File: config.mk
export PLATFORM = sky130hd
export DESIGN_NAME = mem_access
export DESIGN_NICKNAME = d
export VERILOG_FILES = /design/src/rtl/mem_access.sv
export SDC_FILE = /design/constraint.sdc
export NUM_CORES = 1
export LEC_CHECK = 0
export ABC_AREA = 1
export CORE_MARGIN = 5
export CORE_UTILIZATION = 49
export DETAILED_ROUTE_END_ITERATION = 7
export PLACE_DENSITY = 0.87
export SYNTH_ARGS = -nofsm -noshare
export SYNTH_HDL_FRONTEND = slang
export SYNTH_SLANG_ARGS = --single-unit
File: constraint.sdc
create_clock -name clk -period 2.31 [get_ports clk]
set_input_delay 0.462 -clock clk [delete_from_list [all_inputs] [get_ports clk]]
set_output_delay 0.462 -clock clk [all_outputs]
set_load 0.1 [all_outputs]
File: src/rtl/mem_access.sv
// Purpose: MEM stage of a 5-stage pipeline; issues one data-memory access per load/store, aligns load data, registers MEM/WB fields.
// Latency: non-memory ops 1 cycle; loads/stores 2 cycles minimum (request cycle + edge after dmem_ready).
// Backpressure: stall held from op arrival until the dmem_ready cycle; upstream inputs must stay stable while stall is high.
// Optional feature: define MEM_MISALIGN_TRAP_EN to trap misaligned H/W accesses instead of issuing them.
module mem_access #(
    parameter int DATA_WIDTH = 32,
    parameter int ADDR_WIDTH = 32
) (
    input  logic                  clk,
    input  logic                  rst,
    input  logic                  ex_valid,
    input  logic                  mem_read,
    input  logic                  mem_write,
    input  logic [2:0]            funct3,
    input  logic [ADDR_WIDTH-1:0] addr,
    input  logic [DATA_WIDTH-1:0] store_data,
    input  logic [DATA_WIDTH-1:0] alu_result,
    input  logic                  memtoreg_in,
    input  logic                  regwrite_in,
    input  logic [4:0]            rd_in,
    output logic                  dmem_req,
    output logic                  dmem_we,
    output logic [ADDR_WIDTH-1:0] dmem_addr,
    output logic [DATA_WIDTH-1:0] dmem_wdata,
    output logic [3:0]            dmem_be,
    input  logic [DATA_WIDTH-1:0] dmem_rdata,
    input  logic                  dmem_ready,
    output logic                  stall,
    output logic                  wb_valid,
    output logic                  memtoreg,
    output logic                  regwrite,
    output logic [4:0]            rd,
    output logic [DATA_WIDTH-1:0] data_i,
    output logic [DATA_WIDTH-1:0] wb_data,
    output logic                  misalign
);

    localparam logic [2:0] F3_B  = 3'b000;
    localparam logic [2:0] F3_H  = 3'b001;
    localparam logic [2:0] F3_BU = 3'b100;
    localparam logic [2:0] F3_HU = 3'b101;

    typedef enum logic {IDLE = 1'b0, BUSY = 1'b1} state_t;

    state_t state, state_nxt;

    // Fields captured when the access is launched; they drive the memory port for its whole life.
    logic [ADDR_WIDTH-1:0] lat_addr;
    logic [2:0]            lat_f3;
    logic [DATA_WIDTH-1:0] lat_sdata;
    logic                  lat_read;
    logic                  lat_write;
    logic [DATA_WIDTH-1:0] lat_alu;
    logic [4:0]            lat_rd;
    logic                  lat_rw;
    logic                  lat_m2r;

    logic                  mem_op;
    logic                  access_ok;
    logic                  start;
    logic                  trap;
    logic [3:0]            be_calc;
    logic [DATA_WIDTH-1:0] wdata_calc;
    logic [4:0]            shamt;
    logic [DATA_WIDTH-1:0] shifted;
    logic [DATA_WIDTH-1:0] load_val;

    assign mem_op = mem_read | mem_write;

`ifdef MEM_MISALIGN_TRAP_EN
    // Halfwords must be 2-byte aligned, words 4-byte aligned; anything else is refused.
    assign access_ok = !(((funct3[1:0] == 2'b01) && addr[0]) ||
                         ((funct3[1:0] == 2'b10) && (addr[1:0] != 2'b00)));
`else
    // Every access is issued; lane selection uses the low address bits as given.
    assign access_ok = 1'b1;
`endif

    assign start = (state == IDLE) && ex_valid && mem_op && access_ok;
    assign trap  = (state == IDLE) && ex_valid && mem_op && !access_ok;

    // State register: reset abandons any outstanding request.
    always_ff @(posedge clk) begin
        if (rst) begin
            state <= IDLE;
        end else begin
            state <= state_nxt;
        end
    end

    // Next state: launch on a permitted memory op, return on the completion pulse.
    always_comb begin
        state_nxt = state;
        case (state)
            IDLE:    if (start)      state_nxt = BUSY;
            BUSY:    if (dmem_ready) state_nxt = IDLE;
            default:                 state_nxt = IDLE;
        endcase
    end

    // Outputs: memory port active only in BUSY; stall covers the launch cycle and the wait.
    always_comb begin
        dmem_req   = (state == BUSY);
        dmem_we    = (state == BUSY) && lat_write;
        dmem_be    = (state == BUSY) ? be_calc : 4'b0000;
        dmem_wdata = (state == BUSY) ? wdata_calc : '0;
        dmem_addr  = {lat_addr[ADDR_WIDTH-1:2], 2'b00};
        stall      = !rst && (start || ((state == BUSY) && !dmem_ready));
    end

    // Launch capture: snapshot the instruction fields on the IDLE->BUSY edge.
    always_ff @(posedge clk) begin
        if (rst) begin
            lat_addr  <= '0;
            lat_f3    <= '0;
            lat_sdata <= '0;
            lat_read  <= 1'b0;
            lat_write <= 1'b0;
            lat_alu   <= '0;
            lat_rd    <= '0;
            lat_rw    <= 1'b0;
            lat_m2r   <= 1'b0;
        end else if (start) begin
            lat_addr  <= addr;
            lat_f3    <= funct3;
            lat_sdata <= store_data;
            lat_read  <= mem_read;
            lat_write <= mem_write;
            lat_alu   <= alu_result;
            lat_rd    <= rd_in;
            lat_rw    <= regwrite_in;
            lat_m2r   <= memtoreg_in;
        end
    end

    // Store lanes: sub-word data is replicated so the enabled lane always carries it.
    always_comb begin
        be_calc    = 4'b1111;
        wdata_calc = lat_sdata;
        case (lat_f3[1:0])
            2'b00: begin
                be_calc    = 4'b0001 << lat_addr[1:0];
                wdata_calc = {(DATA_WIDTH/8){lat_sdata[7:0]}};
            end
            2'b01: begin
                be_calc    = 4'b0011 << {lat_addr[1], 1'b0};
                wdata_calc = {(DATA_WIDTH/16){lat_sdata[15:0]}};
            end
            default: begin
                be_calc    = 4'b1111;
                wdata_calc = lat_sdata;
            end
        endcase
    end

    // Load alignment: bring the addressed byte/half to bit 0, then extend; words pass through.
    always_comb begin
        shamt   = {lat_addr[1:0], 3'b000};
        shifted = dmem_rdata >> shamt;
        case (lat_f3)
            F3_B:    load_val = {{(DATA_WIDTH-8){shifted[7]}}, shifted[7:0]};
            F3_H:    load_val = {{(DATA_WIDTH-16){shifted[15]}}, shifted[15:0]};
            F3_BU:   load_val = {{(DATA_WIDTH-8){1'b0}}, shifted[7:0]};
            F3_HU:   load_val = {{(DATA_WIDTH-16){1'b0}}, shifted[15:0]};
            default: load_val = dmem_rdata;
        endcase
    end

    // MEM/WB register: completions from BUSY, pass-through or trapped ops from IDLE.
    always_ff @(posedge clk) begin
        if (rst) begin
            wb_valid <= 1'b0;
            regwrite <= 1'b0;
            memtoreg <= 1'b0;
            rd       <= '0;
            data_i   <= '0;
            wb_data  <= '0;
        end else begin
            wb_valid <= 1'b0;
            regwrite <= 1'b0;
            if (state == BUSY) begin
                if (dmem_ready) begin
                    wb_valid <= 1'b1;
                    regwrite <= lat_rw && !lat_write;
                    memtoreg <= lat_m2r;
                    rd       <= lat_rd;
                    wb_data  <= lat_alu;
                    data_i   <= lat_read ? load_val : '0;
                end
            end else if (ex_valid && !start) begin
                wb_valid <= 1'b1;
                regwrite <= regwrite_in && !trap;
                memtoreg <= memtoreg_in;
                rd       <= rd_in;
                wb_data  <= alu_result;
                data_i   <= '0;
            end
        end
    end

`ifdef MEM_MISALIGN_TRAP_EN
    // Misalign flag: one-cycle pulse alongside the trapped op's write-back slot.
    always_ff @(posedge clk) begin
        if (rst) begin
            misalign <= 1'b0;
        end else begin
            misalign <= trap;
        end
    end
`else
    assign misalign = 1'b0;
`endif

endmodule

**After elaboration in Yosys (flattened, before gate mapping)**

Cells that the tools add are included.

- Bitwise operators: 2
- Mux-type cells: 27
- Shift operators: 3
- Equality and inequality tests: 5
- Reduce and logical (&&, ||, !) cells: 16

Operators by type and width:

| cell | count |
|---|---|
| $mux 32 | 8 |
| $pmux 32 s4 | 1 |
| $pmux 32 s2 | 1 |
| $shr 32x5->16 | 1 |
| $mux 5 | 3 |
| $mux 1 | 11 |
| $pmux 4 s2 | 1 |
| $logic_and 1x1->1 | 7 |
| $eq 3x3->1 const B | 2 |
| $logic_not 1->1 | 4 |
| $mux 4 | 1 |
| $shl 1x2->4 const A | 1 |
| $shl 2x2->4 const A | 1 |
| $eq 3x1->1 const B | 1 |
| $logic_not 3->1 | 1 |
| $eq 2x1->1 const B | 1 |
| $logic_not 2->1 | 1 |
| $ne 2x2->1 const B | 1 |
| $pmux 1 s2 | 1 |
| $reduce_and 2->1 | 1 |
| $reduce_bool 2->1 | 1 |
| $logic_or 1x1->1 | 1 |
| $not 1->1 | 1 |
| $or 1x1->1 | 1 |

- Output and inout port bits: 144
- Bits in registers: 181
- Logic and storage cells: 69

**Depth between registers and ports, before layout**

Gate-level depths: netlist of run 1.

- Depth in word-level cells: 7
- Mapped depth: 11
- Depth with buffers taken out: 9

**Least setup slack after synthesis of run 1**

No wires, ideal clock.

- Kind: flip-flop to output port
- Start point: register state, in the netlist dmem_req
- End point: output port dmem_wdata[15]
- Path slack: -1606 ps
- Buffers on the path: 0
- Stages on the path, launching flop included: 3
- Arrival: 3454 ps
- Cells stage by stage: dfxtp_1 > inv_1 > nor3_1

- Longest elaborated chain between the ends: 1

RTL lines:

| item | RTL line | RTL |
|---|---|---|
| from (decl) | 45 | `state_t state, state_nxt;` |
| from (signal assigned) | 87 | `state <= state_nxt;` |
| $mux 32 | 106 | `dmem_wdata = (state == BUSY) ? wdata_calc : '0;` |
| to (decl) | 24 | `output logic [DATA_WIDTH-1:0] dmem_wdata,` |

Every way passes these cells.

**Final worst setup path of run 1**

- Start point: register lat_f3[1]
- End point: output port dmem_wdata[28]

- Longest elaborated chain between the ends: 3
- Elaborated cells on any way between the ends: 4
- Classes of those cells: 1 x eq/ne; 2 x mux; 1 x reduce/logical

RTL lines:

| item | RTL line | RTL |
|---|---|---|
| from (decl) | 49 | `logic [2:0] lat_f3;` |
| from (signal assigned) | 125 | `lat_f3 <= funct3;` |
| $eq 2x1->1 or $logic_not 2->1 (tied branches) | 140 | `case (lat_f3[1:0])` |
| $pmux 32 s2 * | 140 |  |
| $mux 32 * | 106 |  |

Mark *: on every way between the ends. The rest lies on a longest branch, timed or not.

==> results of run 1 <==
[worst register-to-register path, delay by kind of cell, from the launching register on]
kind | cells | cell delay (ns)
flip-flops | 1 | 0.47
buffers and inverters | 4 | 0.95
AND/OR/NAND/NOR | 2 | 0.22
AO/OA/AOI/OAI | 1 | 0.15
[Yosys cell counts, drive strengths merged]
| cell type | instances | area, sq um |
|---|---|---|
| dfxtp | 181 | 3620 |
| clkbuf | 49 | 184 |
| a21oi | 85 | 437 |
| o211ai | 1 | 7.51 |
| nor2 | 302 | 1140 |
| or2 | 1 | 6.26 |
| nand3 | 25 | 130 |
| buf | 64 | 403 |
| clkinv | 2 | 7.51 |
| o21ai | 202 | 1010 |
| inv | 66 | 248 |
| o22ai | 9 | 56.3 |
| nor3 | 2 | 10.0 |
| nand4 | 1 | 6.26 |
| nand2 | 197 | 744 |
| conb | 1 | 3.75 |
[sequential cells by signal, summed over array words and instances (netlist names)]
| signal | flops |
|---|---|
| lat_addr | 32 |
| rd | 5 |
| lat_f3 | 3 |
| lat_read | 1 |
| memtoreg | 1 |
| lat_write | 1 |
| lat_rd | 5 |
| wb_valid | 1 |
| lat_sdata | 32 |
| dmem_req | 1 |
| wb_data | 32 |
| lat_rw | 1 |
| lat_alu | 32 |
| data_i | 32 |
| regwrite | 1 |
| lat_m2r | 1 |
[through the flow]
| stage | utilization [%] | instance area [sq um] | total power, mW |
|---|---|---|---|
| final | 74.4 | 11900 | 9.19 |
| after global routing | 74.4 | 11900 | 9.55 |
| after CTS | 74.2 | 11800 | 9.22 |
| after detailed placement | 70.4 | 11200 | 6.38 |
| after global placement | 70.4 | 11200 | 6.33 |
| after floorplan | - | 8270 | 5.57 |
[power by group]
group	leakage [nW]	internal [mW]	switching, mW	total, mW
registers	1.49	3.36	0.156	3.52
logic	3.37	0.829	2.00	2.83
clock network	0.279	1.62	1.23	2.84
total	5.14	5.81	3.38	9.19
[how the worst max path moves through the flow]
stage / start / end
2_1_floorplan: lat_f3[0] / dmem_be[1]
3_3_place_gp: ex_valid / lat_write
3_5_place_dp: ex_valid / wb_data[16]
4_1_cts: lat_f3[1] / dmem_wdata[31]
5_1_grt: lat_f3[1] / dmem_wdata[10]
6_report: lat_f3[1] / dmem_wdata[28]
[cell families after synthesis]
| group | count (synthesis) | synth area share [%] |
|---|---|---|
| other cells | 1 | 0.0468 |
| flops | 181 | 45.2 |
| buf+inv | 181 | 10.5 |
| simple gates | 528 | 25.4 |
| compound gates | 297 | 18.9 |
[metal layers]
layer  GRT usage, %  part of all wire [%]  vias up  wire, microns
met4           10.2                   3.5        0            890
met1           32.4                    39     3810           9960
met5              0                     0        -              0
met3           7.22                   9.1       69           2310
li1               -                     -     4198              -
met2           43.5                    48      366          12200
[layout by cell type, fill, tap and decap left out, types with 5 or more instances in the layout]
cell type / n
a21oi_1: 81
nor2_1: 276
dfxtp_1: 179
buf_4: 129
clkdlybuf4s50_1: 142
nand2_1: 194
buf_12: 44
clkinv_2: 6
nor2_4: 24
inv_1: 62
clkbuf_16: 17
o21ai_0: 194
o22ai_1: 5
o21ai_1: 8
nand3_1: 24
[what timing repair did]
action                     4_1_cts  5_1_grt
resized for setup                7       15
setup endpoints to repair       29       15
buffers inserted                 1        0
gates cloned                     0        0
[area by class of cell]
class,instances,area (sq um),share of cell area [%]
antenna,1,2.50,0.0211
clock inverter,12,130,1.10
sequential,181,3630,30.6
inverter,68,264,2.23
clock buffer,19,443,3.73
multi-input combinational,828,3830,32.3
timing repair buffer,317,3290,27.8
tap,216,270,2.28
==> results.yml, run 1 <==
setup_path:
  cpPeakStageDelay_ns: 0.37
  critPathSlowestCell: "dfxtp_2"
  cp_max_fo: 10
  crit_chain: "or2_1, buf_4, o21ai_1, buf_4, nor2_4, buf_12"
  crit_path_end_kind: "output port"
  r2r-start: "dmem_req"
  cp_top_family: "buffers and inverters"
  path_class: "reg2out"
  worstSetupPathDepth: 6
  critPathBufInv: 3
  r2r_end: "data_i[2]"
  crit_top_cell: "buf_4"
  reg2regPathDepth: 7
  worstPathArrival_ns: 1.77
  r2r_slack_ns: 0.46
  startpoint_type: "flop"
  crit_required_ns: 1.85
floorplan:
  fp-row-count: 46
  fp.dieW_microns: 138
  die_area_sq_um: 19000
  die_y_microns: 138
  ios: 288
  initial_core_util_pct: 50.3
  fp.coreArea_sq_um: 15900
sta:
  worst_slack_ns: 0.0735
  hold_viol: 0
  fin_crit_ns: 2.24
  maxSlewViolCount: 0
  final.setup.tns_ns: 0
  setup_viol: 0
  fin_crit_sh_pct: 96.8
  relSlewSlack_pct: 54.2
  rsz0062_at_grt: "no"
  fin_skew_ns: 0.00909
  max_freq_mhz: 447
  tightest_slew_ns: 0.686
  whs_ns: 0.466
clock_tree:
  postCtsHoldBufs: 0
  htree_levels: 4
  root_buffer: "clkbuf_16"
  clkLatencyLatePin_ns: 0.42
  cts_tree: "built"
  clk_pin_slew_ns: 0.07
  ctsLongestPathBuffers: 2
  cts_buffers: 17
  cts_num_sinks: 181
synthesis:
  synthCells: 1188
  syn_area_sq_um: 8020
  ys_warn_count: 0
  synth_cell_types: 23
  synth_seq_cells: 181
  avgSynthCellArea_sq_um: 6.75
  seq_area_frac_synth_pct: 45.2
finish:
  layout.nets: 1557
  final.fill_count: 1205
  drive_gt1_share_pct: 17.7
  syn_to_final_growth_pct: 47.9
  stdcell_count: 1642
grt:
  grt_pass1_wl_microns: 39400
  globalRouteOverflowTotal: 0
  grt_start_max_net_pins: 79
  grt_usage_pct: 26.2
  grt_pass1_vias: 7655
  antenna_found_initial: 1
pwr:
  power_density_nw_per_um2: 775
  irDropWorstVdd_mv: 0.501
  power.leakage_nw: 5.14
placement:
  io_buffers: 284
  dp_slack_ns: -0.0151
  gp_congestion: 0.844
  dp_hpwl_microns: 18000
  dpl.cell_count: 1609
worst_hold_path:
  hold_path_depth: 2
  worstHoldStart: "data_i[21]"
  hold_class: "reg2reg"
  whs_endpoint: "data_i[21]"
route:
  routed_via_density: 5.14
  drc: 0
  wl_per_cell_microns: 15.5
  vias: 8443
  ant_nets: 0
  drt_pass1_iterations: 5
  wl_microns: 25400
  drt-initial-drc-count: 676
run_status:
  run_status: "completed"
run:
  cap_viol_max_count: 0
Power figures use the tool's default switching activity.
==> inputs of run 2 (changes only) <==
--- a/constraint.sdc
+++ b/constraint.sdc
@@ -3,2 +3,2 @@
 set_output_delay 0.462 -clock clk [all_outputs]
-set_load 0.1 [all_outputs]
+set_load 0.02 [all_outputs]
==> results.yml, run 2 (synthesis gave the netlist of run 1 again) <==
floorplan:
  fp.dieW_microns: 138
  fp.coreArea_sq_um: 15900
  initial_core_util_pct: 50.3
  fp-row-count: 46
  ios: 288
  die_y_microns: 138
  die_area_sq_um: 19000
route:
  vias: 8330
  drt_pass1_iterations: 5
  wl_microns: 25400
  routed_via_density: 5.10
  wl_per_cell_microns: 15.5
  drt-initial-drc-count: 695
  ant_nets: 0
  drc: 0
setup_path:
  startpoint_type: "flop"
  crit_required_ns: 1.85
  worstPathArrival_ns: 1.77
  path_class: "reg2out"
  crit_path_end_kind: "output port"
  cp_max_fo: 8
pwr:
  irDropWorstVdd_mv: 0.564
  power_density_nw_per_um2: 735
  power.leakage_nw: 4.87
sta:
  tightest_slew_ns: 0.693
  fin_skew_ns: 0.0105
  setup_viol: 0
  fin_crit_sh_pct: 96.6
  relSlewSlack_pct: 53.7
  rsz0062_at_grt: "no"
  max_freq_mhz: 448
  final.setup.tns_ns: 0
  maxSlewViolCount: 0
  hold_viol: 0
  fin_crit_ns: 2.23
grt:
  antenna_found_initial: 2
  grt_pass1_vias: 7772
  grt_pass1_wl_microns: 39100
  grt_start_max_net_pins: 145
  grt_usage_pct: 26.0
  globalRouteOverflowTotal: 0
run:
  cap_viol_max_count: 0
clock_tree:
  htree_levels: 4
  root_buffer: "clkbuf_16"
  clkLatencyLatePin_ns: 0.42
  cts_num_sinks: 181
  ctsLongestPathBuffers: 2
  cts_buffers: 17
  cts_tree: "built"
  clk_pin_slew_ns: 0.06
finish:
  layout_commonest_cell: "nor2_1"
  syn_to_final_growth_pct: 42.1
  drive_gt1_share_pct: 6.00
  stdcell_count: 1634
  mostFrequentLayoutCells: "nor2_1 (300), clkdlybuf4s50_1 (252), o21ai_0 (194), nand2_1 (194), dfxtp_1 (179)"
  layout.nets: 1548
  final.fill_count: 1302
placement:
  dp_hpwl_microns: 17600
  dpl.cell_count: 1600
  io_buffers: 284
  gp_congestion: 0.891
worst_hold_path:
  hold_class: "reg2reg"
run_status:
  run_status: "completed"
==> run 2: path summary, 6_finish.rpt <==
kind              slack (ns)  cells after the start  startpoint             to
setup / recovery        0.08                      5   lat_f3[1]  dmem_wdata[8]
hold / removal          0.46                      2   data_i[6]      data_i[6]
setup reg to reg        0.25                     10    dmem_req    wb_data[20]
hold reg to reg         0.46                      2   data_i[6]      data_i[6]
==> run 2: critical path, stage by stage, from the launching register on <==
cell and delay (ns):
dfxtp_2 0.34, or2_1 0.26, buf_4 0.20, o21ai_2 0.15, nor2_1 0.06, dlygate4sd2_1 0.33
==> run 2: timing repair <==
action	in CTS	in global routing
hold buffers	0	0
buffers inserted	1	0
setup endpoints to repair	32	24
resized for setup	42	35
==> run 2: report_power, final <==
part	switching [mW]	leakage [nW]	internal, mW
combinational	0.959	3.07	0.741
sequential	0.147	1.49	3.36
clock	1.23	0.313	1.94
==> run 2: cell type report <==
cell class,instances,area [sq um],area share (%)
flip-flops and latches,181,3630,31.9
inverters,68,260,2.28
diodes,1,2.50,0.0220
clock inverters,10,166,1.46
repair buffers,308,3000,26.3
multi-input cells,828,3580,31.4
well taps,216,270,2.37
clock buffers,22,484,4.25
==> run 2: per-layer routing <==
metal | vias up | share of wire (%) | wire length [microns] | GRT usage, %
li1 | 4183 | - | - | -
met1 | 3736 | 40 | 10000 | 31.4
met2 | 350 | 48 | 12100 | 44.0
met3 | 59 | 9.1 | 2300 | 7.08
met4 | 2 | 3.4 | 855 | 10.4
met5 | - | 0.051 | 13 | 0
==> run 2: per-stage QoR <==
step / hold slack, ns / cell area [sq um] / util [%] / setup WS [ns] / power, mW
4_1_cts: 0.467 / 11400 / 71.5 / 0.00220 / 8.41
5_1_grt: 0.483 / 11400 / 71.5 / 0.00519 / 8.75
3_3_place_gp: 0.451 / 10800 / 67.5 / -0.143 / 5.23
6_report: 0.463 / 11400 / 71.5 / 0.0792 / 8.38
3_5_place_dp: 0.456 / 10800 / 67.5 / -0.149 / 5.27
2_1_floorplan: 0.443 / 8020 / - / 0.281 / 4.54
